## config.mk

```make
export PLATFORM = sky130hd
export DESIGN_NAME = axi_reg_master_flat
export DESIGN_NICKNAME = d
export VERILOG_FILES = /design/src/rtl/axi_timer_pkg.sv /design/src/rtl/axi_bus.sv /design/src/rtl/axi_reg_master.sv /design/src/flat_wrapper.sv
export SDC_FILE = /design/constraint.sdc
export NUM_CORES = 1
export LEC_CHECK = 0
export CAP_MARGIN = 20
export CELL_PAD_IN_SITES_DETAIL_PLACEMENT = 0
export CELL_PAD_IN_SITES_GLOBAL_PLACEMENT = 1
export CORE_ASPECT_RATIO = 0.9
export CORE_MARGIN = 8
export CORE_UTILIZATION = 29
export DETAILED_ROUTE_END_ITERATION = 10
export GPL_TIMING_DRIVEN = 0
export MAX_ROUTING_LAYER = met4
export PLACE_DENSITY = 0.89
export SYNTH_ARGS = -nofsm -noshare
export SYNTH_HDL_FRONTEND = slang
export SYNTH_SLANG_ARGS = --single-unit
export TNS_END_PERCENT = 30
```

## constraint.sdc

```tcl
create_clock -name i_clk -period 2.4 [get_ports i_clk]
set_input_delay 0.36 -clock i_clk [delete_from_list [all_inputs] [get_ports i_clk]]
set_output_delay 0.36 -clock i_clk [all_outputs]
set_load 0.01 [all_outputs]
```

## src/rtl/axi_timer_pkg.sv

```systemverilog
// Shared types for the axi_timer register block and its bus master.
// Holds the master FSM state encoding and the timer register map.
package axi_timer_pkg;

  typedef enum logic [2:0] {
    ST_IDLE,
    ST_ADDR,
    ST_WDATA,
    ST_RDATA,
    ST_RSP
  } state_t;

  localparam int unsigned REG_CR      = 0;
  localparam int unsigned REG_SR      = 1;
  localparam int unsigned REG_PERIOD  = 2;
  localparam int unsigned REG_COUNTER = 3;
  localparam int unsigned REG_IRQ_CNT = 4;

endpackage

```

## src/rtl/axi_bus.sv

```systemverilog
// Simple register bus: address phase, then a write or read data phase.
// Master drives valids/addr/wdata/rready; slave answers with readys/rdata.
interface axi_bus #(
  parameter int ADDR_W = 3,
  parameter int DATA_W = 32
);
  logic              avalid;
  logic              awrite;
  logic [ADDR_W-1:0] addr;
  logic              aready;
  logic              wvalid;
  logic [DATA_W-1:0] wdata;
  logic              wready;
  logic              rready;
  logic              rvalid;
  logic [DATA_W-1:0] rdata;

  modport Master (
    output avalid, awrite, addr,
    output wvalid, wdata, rready,
    input  aready, wready, rvalid, rdata
  );

  modport Slave (
    input  avalid, awrite, addr,
    input  wvalid, wdata, rready,
    output aready, wready, rvalid, rdata
  );
endinterface

```

## src/rtl/axi_reg_master.sv

```systemverilog
// Single-outstanding command-to-bus register master with per-phase timeout.
// Ports: i_clk, i_rst (sync, high), cmd valid/ready/write/addr/wdata, rsp valid/ready/rdata/err, axi_master.
module axi_reg_master
  import axi_timer_pkg::*;
#(
  parameter int ADDR_W  = 3,
  parameter int DATA_W  = 32,
  parameter int TIMEOUT = 255
) (
  input  logic              i_clk,
  input  logic              i_rst,
  input  logic              i_cmd_valid,
  output logic              o_cmd_ready,
  input  logic              i_cmd_write,
  input  logic [ADDR_W-1:0] i_cmd_addr,
  input  logic [DATA_W-1:0] i_cmd_wdata,
  output logic              o_rsp_valid,
  input  logic              i_rsp_ready,
  output logic [DATA_W-1:0] o_rsp_rdata,
  output logic              o_rsp_err,
  axi_bus.Master            axi_master
);

  localparam int CNT_W = (TIMEOUT < 1) ? 1 : $clog2(TIMEOUT + 1);
  typedef logic [CNT_W-1:0] cnt_t;
  localparam cnt_t CNT_MAX = cnt_t'(TIMEOUT);

  state_t            state_q, state_n;
  cnt_t              cnt_q, cnt_n;
  logic              wr_q;
  logic [ADDR_W-1:0] addr_q;
  logic [DATA_W-1:0] wdata_q;
  logic [DATA_W-1:0] rdata_q, rdata_n;
  logic              err_q, err_n;
  logic              avalid_q, wvalid_q, rready_q;
  logic              rsp_valid_q, cmd_ready_q;
  logic              accept;

  always_comb begin
    state_n = state_q;
    cnt_n   = cnt_q;
    rdata_n = rdata_q;
    err_n   = err_q;
    accept  = 1'b0;
    unique case (state_q)
      ST_IDLE: begin
        if (cmd_ready_q && i_cmd_valid) begin
          accept  = 1'b1;
          state_n = ST_ADDR;
          cnt_n   = '0;
        end
      end
      ST_ADDR: begin
        if (axi_master.aready) begin
          state_n = wr_q ? ST_WDATA : ST_RDATA;
          cnt_n   = '0;
        end else if (cnt_q == CNT_MAX) begin
          state_n = ST_RSP;
          err_n   = 1'b1;
          rdata_n = '0;
        end else begin
          cnt_n = cnt_q + 1'b1;
        end
      end
      ST_WDATA: begin
        if (axi_master.wready) begin
          state_n = ST_RSP;
          err_n   = 1'b0;
          rdata_n = '0;
        end else if (cnt_q == CNT_MAX) begin
          state_n = ST_RSP;
          err_n   = 1'b1;
          rdata_n = '0;
        end else begin
          cnt_n = cnt_q + 1'b1;
        end
      end
      ST_RDATA: begin
        if (axi_master.rvalid) begin
          state_n = ST_RSP;
          err_n   = 1'b0;
          rdata_n = axi_master.rdata;
        end else if (cnt_q == CNT_MAX) begin
          state_n = ST_RSP;
          err_n   = 1'b1;
          rdata_n = '0;
        end else begin
          cnt_n = cnt_q + 1'b1;
        end
      end
      ST_RSP: begin
        // Clear the response payload on exit so idle outputs read as zero.
        if (i_rsp_ready) begin
          state_n = ST_IDLE;
          err_n   = 1'b0;
          rdata_n = '0;
        end
      end
      default: state_n = ST_IDLE;
    endcase
  end

  // Phase strobes are registered from the next state so each one is
  // high exactly while the FSM sits in its own state.
  always_ff @(posedge i_clk) begin
    if (i_rst) begin
      state_q     <= ST_IDLE;
      cnt_q       <= '0;
      wr_q        <= 1'b0;
      addr_q      <= '0;
      wdata_q     <= '0;
      rdata_q     <= '0;
      err_q       <= 1'b0;
      avalid_q    <= 1'b0;
      wvalid_q    <= 1'b0;
      rready_q    <= 1'b0;
      rsp_valid_q <= 1'b0;
      cmd_ready_q <= 1'b0;
    end else begin
      state_q     <= state_n;
      cnt_q       <= cnt_n;
      rdata_q     <= rdata_n;
      err_q       <= err_n;
      avalid_q    <= (state_n == ST_ADDR);
      wvalid_q    <= (state_n == ST_WDATA);
      rready_q    <= (state_n == ST_RDATA);
      rsp_valid_q <= (state_n == ST_RSP);
      cmd_ready_q <= (state_n == ST_IDLE);
      if (accept) begin
        wr_q    <= i_cmd_write;
        addr_q  <= i_cmd_addr;
        wdata_q <= i_cmd_wdata;
      end
    end
  end

  assign o_cmd_ready       = cmd_ready_q;
  assign o_rsp_valid       = rsp_valid_q;
  assign o_rsp_rdata       = rdata_q;
  assign o_rsp_err         = err_q;
  assign axi_master.avalid = avalid_q;
  assign axi_master.awrite = wr_q;
  assign axi_master.addr   = addr_q;
  assign axi_master.wvalid = wvalid_q;
  assign axi_master.wdata  = wdata_q;
  assign axi_master.rready = rready_q;

endmodule

```

## src/flat_wrapper.sv

```systemverilog
// flat-port wrapper written by rule: the top's interface ports become plain ports
module axi_reg_master_flat import axi_timer_pkg::*;
#(
  parameter int ADDR_W  = 3,
  parameter int DATA_W  = 32,
  parameter int TIMEOUT = 255
)
  (i_clk, i_rst, i_cmd_valid, o_cmd_ready, i_cmd_write, i_cmd_addr, i_cmd_wdata, o_rsp_valid, i_rsp_ready, o_rsp_rdata, o_rsp_err, axi_master_avalid, axi_master_awrite, axi_master_addr, axi_master_wvalid, axi_master_wdata, axi_master_rready, axi_master_aready, axi_master_wready, axi_master_rvalid, axi_master_rdata);
  axi_bus #(.ADDR_W(ADDR_W), .DATA_W(DATA_W)) axi_master_i ();
  input  logic i_clk;
  input  logic i_rst;
  input  logic i_cmd_valid;
  output logic o_cmd_ready;
  input  logic i_cmd_write;
  input  logic [ADDR_W-1:0] i_cmd_addr;
  input  logic [DATA_W-1:0] i_cmd_wdata;
  output logic o_rsp_valid;
  input  logic i_rsp_ready;
  output logic [DATA_W-1:0] o_rsp_rdata;
  output logic o_rsp_err;
  output wire logic [$bits(axi_master_i.avalid)-1:0] axi_master_avalid;
  output wire logic [$bits(axi_master_i.awrite)-1:0] axi_master_awrite;
  output wire logic [$bits(axi_master_i.addr)-1:0] axi_master_addr;
  output wire logic [$bits(axi_master_i.wvalid)-1:0] axi_master_wvalid;
  output wire logic [$bits(axi_master_i.wdata)-1:0] axi_master_wdata;
  output wire logic [$bits(axi_master_i.rready)-1:0] axi_master_rready;
  input wire logic [$bits(axi_master_i.aready)-1:0] axi_master_aready;
  input wire logic [$bits(axi_master_i.wready)-1:0] axi_master_wready;
  input wire logic [$bits(axi_master_i.rvalid)-1:0] axi_master_rvalid;
  input wire logic [$bits(axi_master_i.rdata)-1:0] axi_master_rdata;
  assign axi_master_avalid = axi_master_i.avalid;
  assign axi_master_awrite = axi_master_i.awrite;
  assign axi_master_addr = axi_master_i.addr;
  assign axi_master_wvalid = axi_master_i.wvalid;
  assign axi_master_wdata = axi_master_i.wdata;
  assign axi_master_rready = axi_master_i.rready;
  assign axi_master_i.aready = axi_master_aready;
  assign axi_master_i.wready = axi_master_wready;
  assign axi_master_i.rvalid = axi_master_rvalid;
  assign axi_master_i.rdata = axi_master_rdata;
  axi_reg_master #(.ADDR_W(ADDR_W), .DATA_W(DATA_W), .TIMEOUT(TIMEOUT)) u_core (.i_clk(i_clk), .i_rst(i_rst), .i_cmd_valid(i_cmd_valid), .o_cmd_ready(o_cmd_ready), .i_cmd_write(i_cmd_write), .i_cmd_addr(i_cmd_addr), .i_cmd_wdata(i_cmd_wdata), .o_rsp_valid(o_rsp_valid), .i_rsp_ready(i_rsp_ready), .o_rsp_rdata(o_rsp_rdata), .o_rsp_err(o_rsp_err), .axi_master(axi_master_i));
endmodule
```

# ---- Word-level counts from Yosys, hierarchy flattened
# Cells that the tools add are included.
dict set report totals {
  wordCells 62
  register_bits 85
  inputBits 75
  out_inout_bits 74
}
dict set report classes {
  eq_ne 14
  reduce_logical 7
  n_addsub 1
  mux 28
}
# op count
set ops {}
lappend ops {{32-bit two-way mux} 5}
lappend ops {{32-bit case mux with 4 select lines} 1}
lappend ops {{8-bit two-way mux} 5}
lappend ops {{8-bit case mux with 4 select lines} 1}
lappend ops {{3-bit two-way mux} 6}
lappend ops {{3-bit case mux with 5 select lines} 1}
lappend ops {{3-bit by 2-bit == test with 1-bit output, second input constant} 4}
lappend ops {{8-bit by 1-bit adder with 8-bit output, second input constant} 1}
lappend ops {{8-bit == test, second input constant} 1}
lappend ops {{1-bit two-way mux} 8}
lappend ops {{2-bit inequality test, second input constant} 4}
lappend ops {{4-bit nonzero test} 2}
lappend ops {{3-bit by 1-bit == test with 1-bit output, second input constant} 2}
lappend ops {{3-bit == test, second input constant} 2}
lappend ops {{3-bit zero test} 2}
lappend ops {{1-bit case mux with 4 select lines} 1}
lappend ops {{4-bit AND reduction} 1}
lappend ops {{3-bit AND reduction} 1}
lappend ops {{2-bit by 1-bit inequality test with 1-bit output, second input constant} 1}
lappend ops {{1-bit logical AND} 1}

# ---- Logic depth before layout (Yosys ltp)
dict set report logic_depth {
  ltp_word 5
  mapped_depth 6
  mapped_depth_nobuf 5
}

# ---- Worst setup path after synthesis
# OpenSTA, ideal clock, no wires.
dict set report synth_path {
  kind {register -> register}
  from {reg u_core.cnt_q[0]}
  to {reg u_core.rdata_q[10], in the netlist u_core.o_rsp_rdata[10]}
  stages_incl_launch_ff 7
  setup_time_ps 117
  required_ps 2283
  path_buffers 1
  slack_ps 676
  synth_period_minus_slack_ps 1724
  arrival_ps 1607
  path_cell_list {dfxtp_1 ha_1 nand3_1 nor2_1 a2111oi_4 buf_6 a22o_1}
}
dict set report synth_via {
  elab_chain_len 4
  elab_cells_between_ends 6
  classes_between {eq/ne (1); mux (5)}
}
# element line
set synth_lines {}
lappend synth_lines {{start: declaration} axi_reg_master.sv:29} ;# cnt_t cnt_q, cnt_n;
lappend synth_lines {{start signal: assignment} axi_reg_master.sv:121} ;# cnt_q <= cnt_n;
lappend synth_lines {{8-bit == test *} {axi_reg_master.sv:57, axi_reg_master.sv:70, axi_reg_master.sv:83}}
lappend synth_lines {{32-bit two-way mux *} n/a}
lappend synth_lines {{32-bit two-way mux (on tied branches)} n/a}
lappend synth_lines {{32-bit case mux with 4 select lines *} n/a}
lappend synth_lines {{end signal: assignment} axi_reg_master.sv:122} ;# rdata_q <= rdata_n;
lappend synth_lines {{end: declaration} axi_reg_master.sv:33} ;# logic [DATA_W-1:0] rdata_q, rdata_n;
# Mark *: on every way between the ends. The rest lies on a longest branch, timed or not. The select of a mux whose other input is x is not followed.
# A chain may end at the register's enable or synchronous reset.

# ---- Worst setup path after layout
dict set report layout_path {
  from {reg u_core.cnt_q[1]}
  to {reg u_core.rdata_q[17], in the netlist u_core.o_rsp_rdata[17]}
}
# The elaborated chain is that of the path after synthesis.

==> results.json <==
{
  "outcome": "finished clean",
  "worst_pin_slew_ns": 0.661,
  "cts_hold_buf": 0,
  "track_usage_pct": 14.3,
  "die_h_microns": 115,
  "clock_path_buffers": 2,
  "slowest_stage": "nor2_1",
  "crit_required_ns": 2.63,
  "numPlacedInstances": 606,
  "antenna_left": 0,
  "layout_common_cells": "clkdlybuf4s50_1, dfxtp_1, nand2_1",
  "power_frac_clock_pct": 45.1,
  "ir_worst_vdd_v": 0.000447,
  "power_switching_mw": 0.788,
  "worstPathArrival_ns": 2.39,
  "drt_wl_total_mm": 10.0,
  "critPathMaxStageDelay_ns": 0.55,
  "postCtsSetupBuffers": 0,
  "top_layer": "met4",
  "yosys_warnings": 0,
  "die-area_sq_mm": 0.0144,
  "place_congestion": 0.840,
  "clkTransAtPathRegs_ns": 0.07,
  "nNetsFinal": 560,
  "core_area_sq_mm": 0.0107,
  "grt_pass1_vias": 3051,
  "post_cts_resized": 0,
  "dr.pass1.iters": 5,
  "cp-start-kind": "register",
  "grt_pass1_wl_mm": 16.1,
  "diodes": 0,
  "n_fill_cell": 969,
  "p_leak_nw": 1.81,
  "fin_cells": 622,
  "path_max_fanout": 10,
  "first_iter_violations": 168,
  "p_seq_share_pct": 43.4,
  "io_pins": 149,
  "powerDensity_mw_per_mm2": 663,
  "min_path_type": "reg -> reg",
  "fin_setup_tns_ns": 0,
  "vias_per_cell": 4.82,
  "grt_max_degree": 17,
  "die_w_microns": 125,
  "synth_area_per_cell_sq_um": 9.62,
  "root_buffer": "clkbuf_16",
  "drive_gt1_share_pct": 5.73,
  "path_class": "reg -> reg",
  "p_int_mw": 2.60,
  "cts_made_buffers": 9,
  "grt_overflow": 0,
  "layout_commonest_cell": "clkdlybuf4s50_1",
  "p_comb_share_pct": 11.4,
  "num_vias": 2999,
  "fin_crit_sh_pct": 90.0,
  "synth_cell_types": 43,
  "antenna_found_initial": 0,
  "cts.sinks": 85,
  "dp_hpwl_mm": 7.59,
  "rows": 36,
  "rsz0062_at_grt": "false",
  "setup_viol": 0,
  "wl_met3_microns": 521,
  "clock_latency_ns": 0.33,
  "fin_crit_ns": 2.16,
  "crit_path_end_kind": "register",
  "cap_viol_max_count": 0,
  "avgRoutedWirePerCell_microns": 16.1,
  "crit_chain": "ha_1 > nand3_1 > nor2_1 > a2111oi_4 > buf_6 > a22o_1",
  "slew_headroom_pct": 55.6,
  "synth-seq-area-share_pct": 54.4,
  "finClkSkew_ns": 0.00583,
  "clock.fmax_mhz": 463,
  "synth_cells": 325,
  "synth_nets": 401,
  "swShare_pct": 23.3,
  "wl_met2_mm": 5.01,
  "synth-seq-cells": 85,
  "drc": 0,
  "cts_tree": "built",
  "io_buffers": 148,
  "synthesis.area_sq_mm": 0.00313,
  "slew_violations": 0,
  "m1WireLength_mm": 4.35,
  "syn2layout_area_growth_pct": 63.3,
  "finalHoldViolCount": 0,
  "initial_utilization_pct": 29.3,
  "h-tree-depth": 3
}
[cells in the mapped netlist (all sizes together)]
cell	number	area, sq um
dfxtp	85	1700
nand2	77	289
a21oi	39	195
a22o	33	289
clkbuf	14	52.6
nor2	7	26.3
o21ai	7	35.0
buf	6	57.6
a211oi	4	30.0
a32o	4	40.0
and3	4	30.0
nand3	4	20.0
nor2b	4	25.0
inv	3	11.3
mux2	3	37.5
nand4	3	18.8
nor4	3	33.8
a2111oi	2	36.3
a22oi	2	15.0
and2	2	12.5
nand3b	2	15.0
nor3	2	10.0
o21a	2	15.0
a2111o	1	11.3
a221oi	1	26.3
a41oi	1	8.76
and4	1	8.76
ha	1	12.5
mux2i	1	10.0
nand2b	1	6.26
nor3b	1	7.51
nor4b	1	8.76
o2111ai	1	8.76
o22ai	1	6.26
o311ai	1	8.76
o31ai	1	7.51
[power by group through the flow]
stage          combinational (mW)  sequential [mW]  clock (mW)
2_1_floorplan               0.133             1.52           0
5_1_grt                     0.422             1.48        1.64
6_report                    0.387             1.47        1.53
3_3_place_gp                0.385             1.50           0
3_5_place_dp                0.389             1.50           0
4_1_cts                     0.392             1.47        1.58
[metrics by stage]
step	hold WS (ns)	util, %	worst slack [ns]	instance area (sq um)	power, mW
2_1_floorplan	0.481	-	0.676	3130	1.65
3_3_place_gp	0.442	44.7	0.137	4780	1.89
3_5_place_dp	0.446	44.7	0.125	4780	1.89
4_1_cts	0.455	47.8	0.263	5110	3.44
5_1_grt	0.475	47.8	0.0323	5110	3.54
6_report	0.454	47.8	0.240	5110	3.39
[path summary, 6_finish.rpt]
path	cells past startpoint	slack [ns]	endpoint	startpoint
setup / recovery	6	0.24	u_core.o_rsp_rdata[17]$_SDFFE_PP0P_	u_core.cnt_q[1]$_SDFFE_PP0P_
hold / removal	2	0.45	u_core.axi_master.wdata[24]$_SDFFE_PP0P_	u_core.axi_master.wdata[24]$_SDFFE_PP0P_
setup reg to reg	6	0.24	u_core.o_rsp_rdata[17]$_SDFFE_PP0P_	u_core.cnt_q[1]$_SDFFE_PP0P_
hold reg to reg	2	0.45	u_core.axi_master.wdata[24]$_SDFFE_PP0P_	u_core.axi_master.wdata[24]$_SDFFE_PP0P_
[logic make-up (layout without fill, tap and decap cells)]
group,Yosys count,in the layout,synth area share (%)
buf+inv,23,187,3.88
mux,4,4,1.52
compound gates,100,100,23.4
fa+ha+maj,1,1,0.400
simple gates,112,112,16.4
flops,85,85,54.4
[flip-flops by register name, summed over array words and instances, names as in the netlist, 3 cells and up]
signal                   cells
u_core.state_q               3
u_core.axi_master.addr       3
u_core.o_rsp_rdata          32
u_core.cnt_q                 8
u_core.axi_master.wdata     32
[critical path, delay by kind of cell (launching register included)]
kind,cells,cell delay (ns)
and+or+nand+nor,2,0.78
buffers and inverters,1,0.20
DFF,1,0.41
adders and majority gates,1,0.24
AOI/OAI and AO/OA,2,0.42
[layer usage]
| metal | global-route usage [%] | vias to the layer above |
|---|---|---|
| met4 | 3.81 | 0 |
| met2 | 23.2 | 97 |
| met1 | 16.8 | 1407 |
| met3 | 4.61 | 11 |
| met5 | - | - |
| li1 | - | 1484 |
[cell type report]
type / count / area [sq um] / area share, %
well taps: 133 / 166 / 3.26
multi-input cells: 217 / 1310 / 25.6
inverters: 3 / 11.3 / 0.220
flip-flops and latches: 85 / 1700 / 33.3
plain buffers: 20 / 110 / 2.16
clock buffers: 9 / 225 / 4.41
clock inverters: 7 / 106 / 2.08
repair buffers: 148 / 1480 / 29.0
Note: power is estimated with default switching activity, not from simulation.
